## config.mk

```make
export PLATFORM = sky130hd
export DESIGN_NAME = serial_adder
export DESIGN_NICKNAME = d
export VERILOG_FILES = /design/src/rtl/serial_adder.sv
export SDC_FILE = /design/constraint.sdc
export NUM_CORES = 1
export LEC_CHECK = 0
export CAP_MARGIN = 20
export CORE_AREA = 2 2 39 41
export DETAILED_ROUTE_END_ITERATION = 7
export DIE_AREA = 0 0 41 43
export PLACE_DENSITY = 0.66
export SYNTH_ARGS = -nofsm -noshare
export SYNTH_HDL_FRONTEND = slang
export SYNTH_SLANG_ARGS = --single-unit
```

## constraint.sdc

```tcl
create_clock -name clk -period 1.88 [get_ports clk]
set_input_delay 0.376 -clock clk [delete_from_list [all_inputs] [get_ports clk]]
set_output_delay 0.376 -clock clk [all_outputs]
set_load 0.02 [all_outputs]
```

## src/rtl/serial_adder.sv

```systemverilog
// Bit-serial LSB-first adder: one a/b bit per accepted beat, registered sum/carry
// one cycle later, with out_last flagging the word's final bit and carry-out.
module serial_adder #(
  parameter int WIDTH = 8
) (
  input  logic clk,
  input  logic rst_n,
  input  logic in_valid,
  input  logic a,
  input  logic b,
  input  logic cin,
  output logic out_valid,
  output logic sum,
  output logic carry,
  output logic out_last
);

  localparam int CW = (WIDTH < 2) ? 1 : $clog2(WIDTH + 1);

  typedef enum logic {
    IDLE = 1'b0,
    RUN  = 1'b1
  } state_t;

  state_t          state_r;
  state_t          state_next_s;
  logic [CW-1:0]   cnt_r;
  logic [CW-1:0]   cnt_next_s;
  logic            carry_r;
  logic            carry_next_s;
  logic            carry_in_s;
  logic            sum_bit_s;
  logic            maj_s;
  logic            last_beat_s;
  logic            out_valid_next_s;
  logic            sum_next_s;
  logic            carry_next_out_s;
  logic            out_last_next_s;

  function automatic logic majority(input logic x, input logic y, input logic z);
    return (x & y) | (x & z) | (y & z);
  endfunction

  // The word's first beat takes cin; later beats chain the stored carry.
  assign carry_in_s  = (state_r == RUN) ? carry_r : cin;
  assign sum_bit_s   = a ^ b ^ carry_in_s;
  assign maj_s       = majority(a, b, carry_in_s);
  // In IDLE the count is zero, so this is only true there when WIDTH is 1.
  assign last_beat_s = (cnt_r == CW'(WIDTH - 1));

  // State, counter, stored carry and registered outputs.
  always_ff @(posedge clk or negedge rst_n) begin
    if (!rst_n) begin
      state_r   <= IDLE;
      cnt_r     <= {CW{1'b0}};
      carry_r   <= 1'b0;
      out_valid <= 1'b0;
      sum       <= 1'b0;
      carry     <= 1'b0;
      out_last  <= 1'b0;
    end else begin
      state_r   <= state_next_s;
      cnt_r     <= cnt_next_s;
      carry_r   <= carry_next_s;
      out_valid <= out_valid_next_s;
      sum       <= sum_next_s;
      carry     <= carry_next_out_s;
      out_last  <= out_last_next_s;
    end
  end

  // Next state: stalls hold everything; the final bit returns to IDLE.
  always_comb begin
    state_next_s = state_r;
    cnt_next_s   = cnt_r;
    carry_next_s = carry_r;
    if (in_valid) begin
      carry_next_s = maj_s;
      case (state_r)
        IDLE: begin
          if (last_beat_s) begin
            state_next_s = IDLE;
            cnt_next_s   = {CW{1'b0}};
          end else begin
            state_next_s = RUN;
            cnt_next_s   = CW'(1);
          end
        end
        RUN: begin
          if (last_beat_s) begin
            state_next_s = IDLE;
            cnt_next_s   = {CW{1'b0}};
          end else begin
            state_next_s = RUN;
            cnt_next_s   = cnt_r + CW'(1);
          end
        end
        default: begin
          state_next_s = IDLE;
          cnt_next_s   = {CW{1'b0}};
        end
      endcase
    end else begin
      state_next_s = state_r;
      cnt_next_s   = cnt_r;
      carry_next_s = carry_r;
    end
  end

  // Output values are gated so idle cycles present all zeros.
  always_comb begin
    out_valid_next_s = in_valid;
    sum_next_s       = in_valid & sum_bit_s;
    carry_next_out_s = in_valid & maj_s;
    out_last_next_s  = in_valid & last_beat_s;
  end

endmodule

```

Word-level counts from Yosys, hierarchy flattened. Index checks and enable logic that the tools add are counted.

Add/subtract/negate cells: 1. Equality and inequality tests: 1. Multiplexer cells: 5. Bitwise logic cells: 11.

Operators by type and width (count): $pmux W4 S2 (1); $and A1 B1 Y1 (6); $add A4 B1 Y4 const B (1); $eq A4 B3 Y1 const B (1); $mux W4 (1); $mux W1 (3); $or A1 B1 Y1 (2); $xor A1 B1 Y1 (2); $not A1 Y1 (1).

Register bits after elaboration: 10. Bits of input ports: 6. Logic and storage cells: 25.

Longest topological paths before layout. Gate-level depths: netlist (run 1).

Depth after elaboration: 5. Gate-level depth with buffers: 5.

Least setup slack after synthesis (run 1). No wires, ideal clock.

Path kind: register to register. Start: register state_r. End: register carry_r. Library setup time: 0.062 ns. Data arrival time: 1.176 ns. Data required time: 1.818 ns. Slack: 0.642 ns. Stages on the path, launching flop included: 6. Path buffers: 1. Clock period less this slack: 1.238 ns. Cell sequence: dfrtp_1 clkbuf_2 mux2i_1 fa_1 nor2_1 a21o_2.

Longest elaborated chain between the ends: 4.

RTL lines: from (decl) (RTL line 25) `state_t state_r;`; from (signal assigned) (RTL line 62) `state_r <= state_next_s;`; $mux W1 * (RTL line 45) `assign carry_in_s = (state_r == RUN) ? carry_r : cin;`; $and A1 B1 Y1 (RTL line 41) `return (x & y) | (x & z) | (y & z);`; $or A1 B1 Y1 (RTL line 41); $or A1 B1 Y1 * (RTL line 41); to (signal assigned) (RTL line 64) `carry_r <= carry_next_s;`; to (decl) (RTL line 29) `logic carry_r;`.

Every way passes the cells marked *; elsewhere a longest branch is shown, timed or not. A chain may end at the register's enable or synchronous reset.

Final worst setup path (run 1).
Start: register out_last. End: output out_last.

RTL lines: from (decl) (RTL line 15) `output logic out_last`; from (signal assigned) (RTL line 68) `out_last <= out_last_next_s;`.

No word-level cell between the ends.

==> out/qor.csv, run 1 <==
metric,value,unit
dieArea,1760,µm²
synth-xor-area-share,0,%
crit_arrival,1170,ps
grt-ovfl-total,0,
ys_types,19,
clkLatencyLatePin,260,ps
rows,14,
clock_path_buffers,2,
clockPowerShare,21.2,%
rsz0062_at_grt,false,
cp-start-kind,register,
n_antenna_cell,0,
synth_fa_ha_area_share,7.41,%
hp-class,input pin to async pin,
fin_nets,59,
min_period,1550,ps
finalSetupTns,0,ps
path_cells,clkdlybuf4s50_1,
final_cell_mix,"dfrtp_1 (10), clkdlybuf4s50_1 (9), nor2_1 (5)",
cts_tree,done,
path_clk_slew,60,ps
maxSlewViolCount,0,
fmax,647,MHz
drive_above_1_share,18.4,%
path_max_fanout,1,
drtPass1Iterations,3,
final_common_cell,dfrtp_1,
die_y,43,µm
max-cap-violations,0,
final-hold-violation-count,0,
p_leak,0.256,nW
cellPowerDensity,1170,nW/µm²
criticalPathCategory,register to primary output,
setup_viol,0,
worst_pin_slew,455,ps
route.antenna.remaining_nets,0,
cts_root_buffer,clkbuf_4,
hold_buffers,0,
route.vias.total,299,
routed_wl,663,µm
nFillCells,145,
synth_mux_area_share,2.28,%
grt_max_degree,11,
worstPathRequired,1500,ps
peakVddDrop,0.000350,V
synthesis.nets,46,
synth_area,439,µm²
grt_pass1_wl,1170,µm
synthCells,38,
wl_per_cell,10.2,µm
ys_ff_latch,10,
cts_sinks,10,
critPathCaptureType,primary output,
fp.coreArea,1380,µm²
cts_resized,0,
finalCritPeriodShare,82.2,%
initialDrtViolationCount,1,
drc,0,
path_buf_inv,1,
cts_buffers,3,
synthSimpleGateAreaFrac,17.9,%
synth_area_leaders,"dfrtp_1 (57%), fa_1 (4.6%), nor2_1 (4.3%)",
synth_top_family_by_area,simple AND/OR/NAND/NOR gates,
vias_per_cell,4.60,
comb_power_share,29.0,%
place_inst,62,
dp_hpwl,496,µm
cpPeakStageDelay,590,ps
fin_cells,65,
multi_input_area,165,µm²
grt_antenna_before_repair,0,
synth_compound_area_share,9.97,%
avgSynthCellArea,11.6,µm²
place.gp.congestion,0.644,
track_usage,10.8,%
status,"complete, no violations",
postCtsSetupRepairBufs,0,
critPathSlowestCell,clkdlybuf4s50_1,
crit-reg2reg-launch,state_r,
syn_to_final_growth,29.1,%
seq_area,250,µm²
fin_skew,1.31,ps
ys_seq_area_share,57.0,%
crit_family,buffers and inverters,
p_int,451,µW
yosysWarnings,0,
synth_area_leader_cell,dfrtp_1,
r2r_end,sum,
slew_headroom,69.6,%
seqPwrFrac,49.8,%
ios,10,
swShare,31.9,%
grt_pass1_vias,274,
rr_worst_depth,3,
place.port_buffers,9,
start_util,31.7,%
r2r_slack,590,ps
dieWidth,41,µm
p_switching,211,µW
htreeDepth,1,
yosys.area.top_type_share,57.0,%
==> cells in the mapped netlist (all sizes together) <==
| cell | instances |
|---|---|
| a21o | 1 |
| a221o | 1 |
| a22o | 1 |
| and3 | 1 |
| clkbuf | 1 |
| dfrtp | 10 |
| fa | 1 |
| ha | 1 |
| inv | 5 |
| mux2i | 1 |
| nand2 | 1 |
| nand3 | 3 |
| nand3b | 1 |
| nor2 | 5 |
| nor3 | 1 |
| nor4 | 1 |
| o21ai | 3 |
==> layout make-up <==
cell class              instances  area share, %
well taps                      16           3.53
flip-flops and latches         10           44.2
repair buffers                  9           15.9
multi-input cells              22           29.1
clock buffers                   3           3.97
inverters                       5           3.31
==> how the worst max path moves through the flow <==
| stage | startpoint | cells after the start | slack (ps) | to |
|---|---|---|---|---|
| 3_3_place_gp | a | 5 | 280 | carry_r |
| 6_report | out_last | 1 | 330 | out_last |
| 2_1_floorplan | state_r | 5 | 640 | carry_r |
| 5_1_grt | sum | 1 | 270 | sum |
| 3_5_place_dp | in_valid | 4 | 270 | cnt_r[3] |
| 4_1_cts | carry | 1 | 320 | carry |
==> flip-flops by register name (all words and copies together), names as in the netlist <==
signal and count:
carry 1, out_last 1, sum 1, carry_r 1, cnt_r 4, state_r 1
out_valid 1
==> metrics by stage <==
stage	utilization (%)	total power, mW	worst slack, ps	cell area (µm²)	hold slack [ps]
3_5_place_dp	39.3	0.528	270	544	472
4_1_cts	41.0	0.673	316	567	441
3_3_place_gp	39.3	0.523	280	544	471
2_1_floorplan	-	0.468	642	439	80.4
6_report	41.0	0.662	334	567	434
5_1_grt	41.0	0.718	267	567	467
==> routing by layer <==
| metal | GRT usage (%) | share of wire (%) |
|---|---|---|
| met1 | 13.7 | 46 |
| met2 | 12.8 | 48 |
| met3 | 3.14 | 3.6 |
| met4 | 12.0 | 2.1 |
| met5 | 0 | 0 |
==> cell families after synthesis <==
family / after synthesis
and+or+nand+nor: 13
DFF: 10
AOI/OAI and AO/OA: 6
buffers and inverters: 6
adders and majority gates: 2
muxes: 1
==> worst reg2reg max path: stages, from the launching register on <==
cell and delay, ps:
dfrtp_1 460, mux2i_1 250, fa_1 430, nor2_1 90
==> power groups by stage <==
stage	Sequential [mW]	Clock (mW)	Combinational, mW
6_report	0.329	0.141	0.192
5_1_grt	0.338	0.162	0.219
4_1_cts	0.330	0.148	0.196
3_5_place_dp	0.335	0	0.193
3_3_place_gp	0.332	0	0.192
2_1_floorplan	0.330	0	0.137
Power figures use the tool's default switching activity.
==> run 2: changes to the inputs <==
--- a/config.mk
+++ b/config.mk
@@ -9,7 +9,7 @@
 export CORE_AREA = 2 2 39 41
 export DETAILED_ROUTE_END_ITERATION = 7
 export DIE_AREA = 0 0 41 43
-export PLACE_DENSITY = 0.66
+export PLACE_DENSITY = 0.69
 export SYNTH_ARGS = -nofsm -noshare
 export SYNTH_HDL_FRONTEND = slang
 export SYNTH_SLANG_ARGS = --single-unit
==> constraint.sdc (replaced) <==
create_clock -name clk -period 1.35 [get_ports clk]
set_input_delay 0.27 -clock clk [delete_from_list [all_inputs] [get_ports clk]]
set_output_delay 0.27 -clock clk [all_outputs]
set_load 0.02 [all_outputs]
==> out/qor.csv, run 2 (synthesis gave the netlist of run 1 again) <==
metric,value,unit,change
cellPowerDensity,1710,nW/µm²,was 1170 nW/µm²
r2r_slack,140,ps,was 590 ps
route.vias.total,315,,was 299
critPathSlowestCell,clkdlybuf4s50_1,,unchanged
finalSetupTns,0,ps,unchanged
max-cap-violations,0,,unchanged
crit_start,cin,,was out_last
fp.coreArea,1380,µm²,unchanged
dieArea,1760,µm²,unchanged
path_clk_slew,70,ps,was 60 ps
syn_to_final_growth,34.5,%,was 29.1%
worstPathRequired,1570,ps,was 1500 ps
rr_worst_depth,4,,was 3
status,"complete, no violations",,unchanged
path_max_fanout,2,,was 1
n_antenna_cell,0,,unchanged
drive_above_1_share,23.1,%,was 18.4%
drc,0,,unchanged
place.port_buffers,9,,unchanged
rsz0062_at_grt,false,,unchanged
hold-worst-slack,309,ps,was 434 ps
fmax,807,MHz,
ios,10,,unchanged
die_y,43,µm,unchanged
cp-start-kind,input pin,,was register
critPathCaptureType,register,,was primary output
largest-register,cnt_r,,unchanged
htreeDepth,1,,unchanged
p_leak,0.285,nW,was 0.256 nW
utilization,42.7,%,was 41.0%
track_usage,11.8,%,was 10.8%
final_common_cell,dfrtp_1,,unchanged
cts_root_buffer,clkbuf_4,,unchanged
grt_max_degree,11,,unchanged
cts_buffers,3,,unchanged
cpPeakStageDelay,470,ps,was 590 ps
setup_viol,0,,unchanged
crit-reg2reg-launch,state_r,,unchanged
grt_pass1_wl,1280,µm,was 1170 µm
maxSlewViolCount,0,,unchanged
route.antenna.remaining_nets,0,,unchanged
fin_nets,61,,was 59
postCtsSetupRepairBufs,0,,unchanged
slew_headroom,70.2,%,was 69.6%
clkLatencyLatePin,270,ps,was 260 ps
dieWidth,41,µm,unchanged
rows,14,,unchanged
vias_per_cell,4.63,,was 4.60
final-hold-violation-count,0,,unchanged
r2r_end,carry_r,,was sum
final_cell_mix,"dfrtp_1 (10), nor2_1 (5), clkdlybuf4s50_1 (5)",,"was dfrtp_1 (10), clkdlybuf4s50_1 (9), nor2_1 (5)"
fin_cells,68,,was 65
hold_buffers,0,,unchanged
crit_arrival,1460,ps,was 1170 ps
clock_path_buffers,2,,unchanged
path_cells,clkdlybuf4s50_1 > mux2i_1 > fa_1 > nor2_1 > a21o_2,,was clkdlybuf4s50_1
finalCritPeriodShare,91.8,%,
place.gp.congestion,0.757,,was 0.644
grt_antenna_before_repair,0,,unchanged
grt-ovfl-total,0,,unchanged
start_util,31.7,%,unchanged
grt_pass1_vias,292,,was 274
place_inst,64,,was 62
initialDrtViolationCount,2,,was 1
wl_per_cell,11.6,µm,was 10.2 µm
routed_wl,787,µm,was 663 µm
criticalPathCategory,input pin to register,,was register to primary output
fin_skew,1.09,ps,was 1.31 ps
largest_reg_flops,4,,unchanged
hp-class,input pin to async pin,,unchanged
peakVddDrop,0.000537,V,was 0.000350 V
min_period,1240,ps,
drtPass1Iterations,2,,was 3
cts_tree,done,,unchanged
cts_sinks,10,,unchanged
worst_pin_slew,445,ps,was 455 ps
==> run 2: cell count changes in the layout (fill, tap and decap cells not counted), sizes merged <==
cell / previous run / this run
clkbuf: 3 / 4
buf: 0 / 2
clkdlybuf4s50: 9 / 5
dlygate4sd2: 0 / 4
==> run 2: critical path, delay by kind of cell <==
kind,cells,cell delay [ps]
AO/OA/AOI/OAI,1,110
adder cells (fa/ha/maj),1,360
buffers and inverters,1,470
multiplexers,1,80
AND/OR/NAND/NOR,1,160
==> run 2: timing repair <==
action,4_1_cts,5_1_grt
gates resized for setup,4,0
endpoints found under the setup margin,4,0
endpoints found under the hold margin,0,0
==> run 2: layout make-up <==
type	count	area, µm²
clock buffer	4	36.3
fill	135	793
inverter	5	18.8
multi-input combinational	22	165
sequential	10	250
tap	16	20.0
timing repair buffer	11	100
==> run 2: how the worst max path moves through the flow <==
stage                     slack (ps)  endpoint
after floorplan                  110   carry_r
after global placement          -150   carry_r
after detailed placement        -140   carry_r
after CTS                        110   carry_r
after global routing              40   carry_r
final                            110   carry_r
==> run 2: power breakdown <==
part / switching, mW / internal (mW) / total (mW)
Combinational: 0.133 / 0.146 / 0.280
Clock: 0.113 / 0.164 / 0.277
Sequential: 0.0747 / 0.378 / 0.453
Total: 0.320 / 0.689 / 1.01
==> run 2: metrics by stage <==
stage / power (mW) / cell area, µm² / worst slack, ps
floorplan: 0.651 / 439 / 112
global placement: 0.734 / 559 / -145
detailed placement: 0.749 / 559 / -142
CTS: 1.02 / 591 / 112
global route: 1.08 / 591 / 41.9
finish: 1.01 / 591 / 111
==> run 2: per-layer routing <==
layer	part of all wire [%]	vias up	wire length, µm	track usage, %
met5	0	-	0	0
met4	3.7	0	29	10.0
met3	4.8	4	38	4.71
met2	46	8	359	16.6
met1	46	148	359	13.0
li1	-	155	-	-
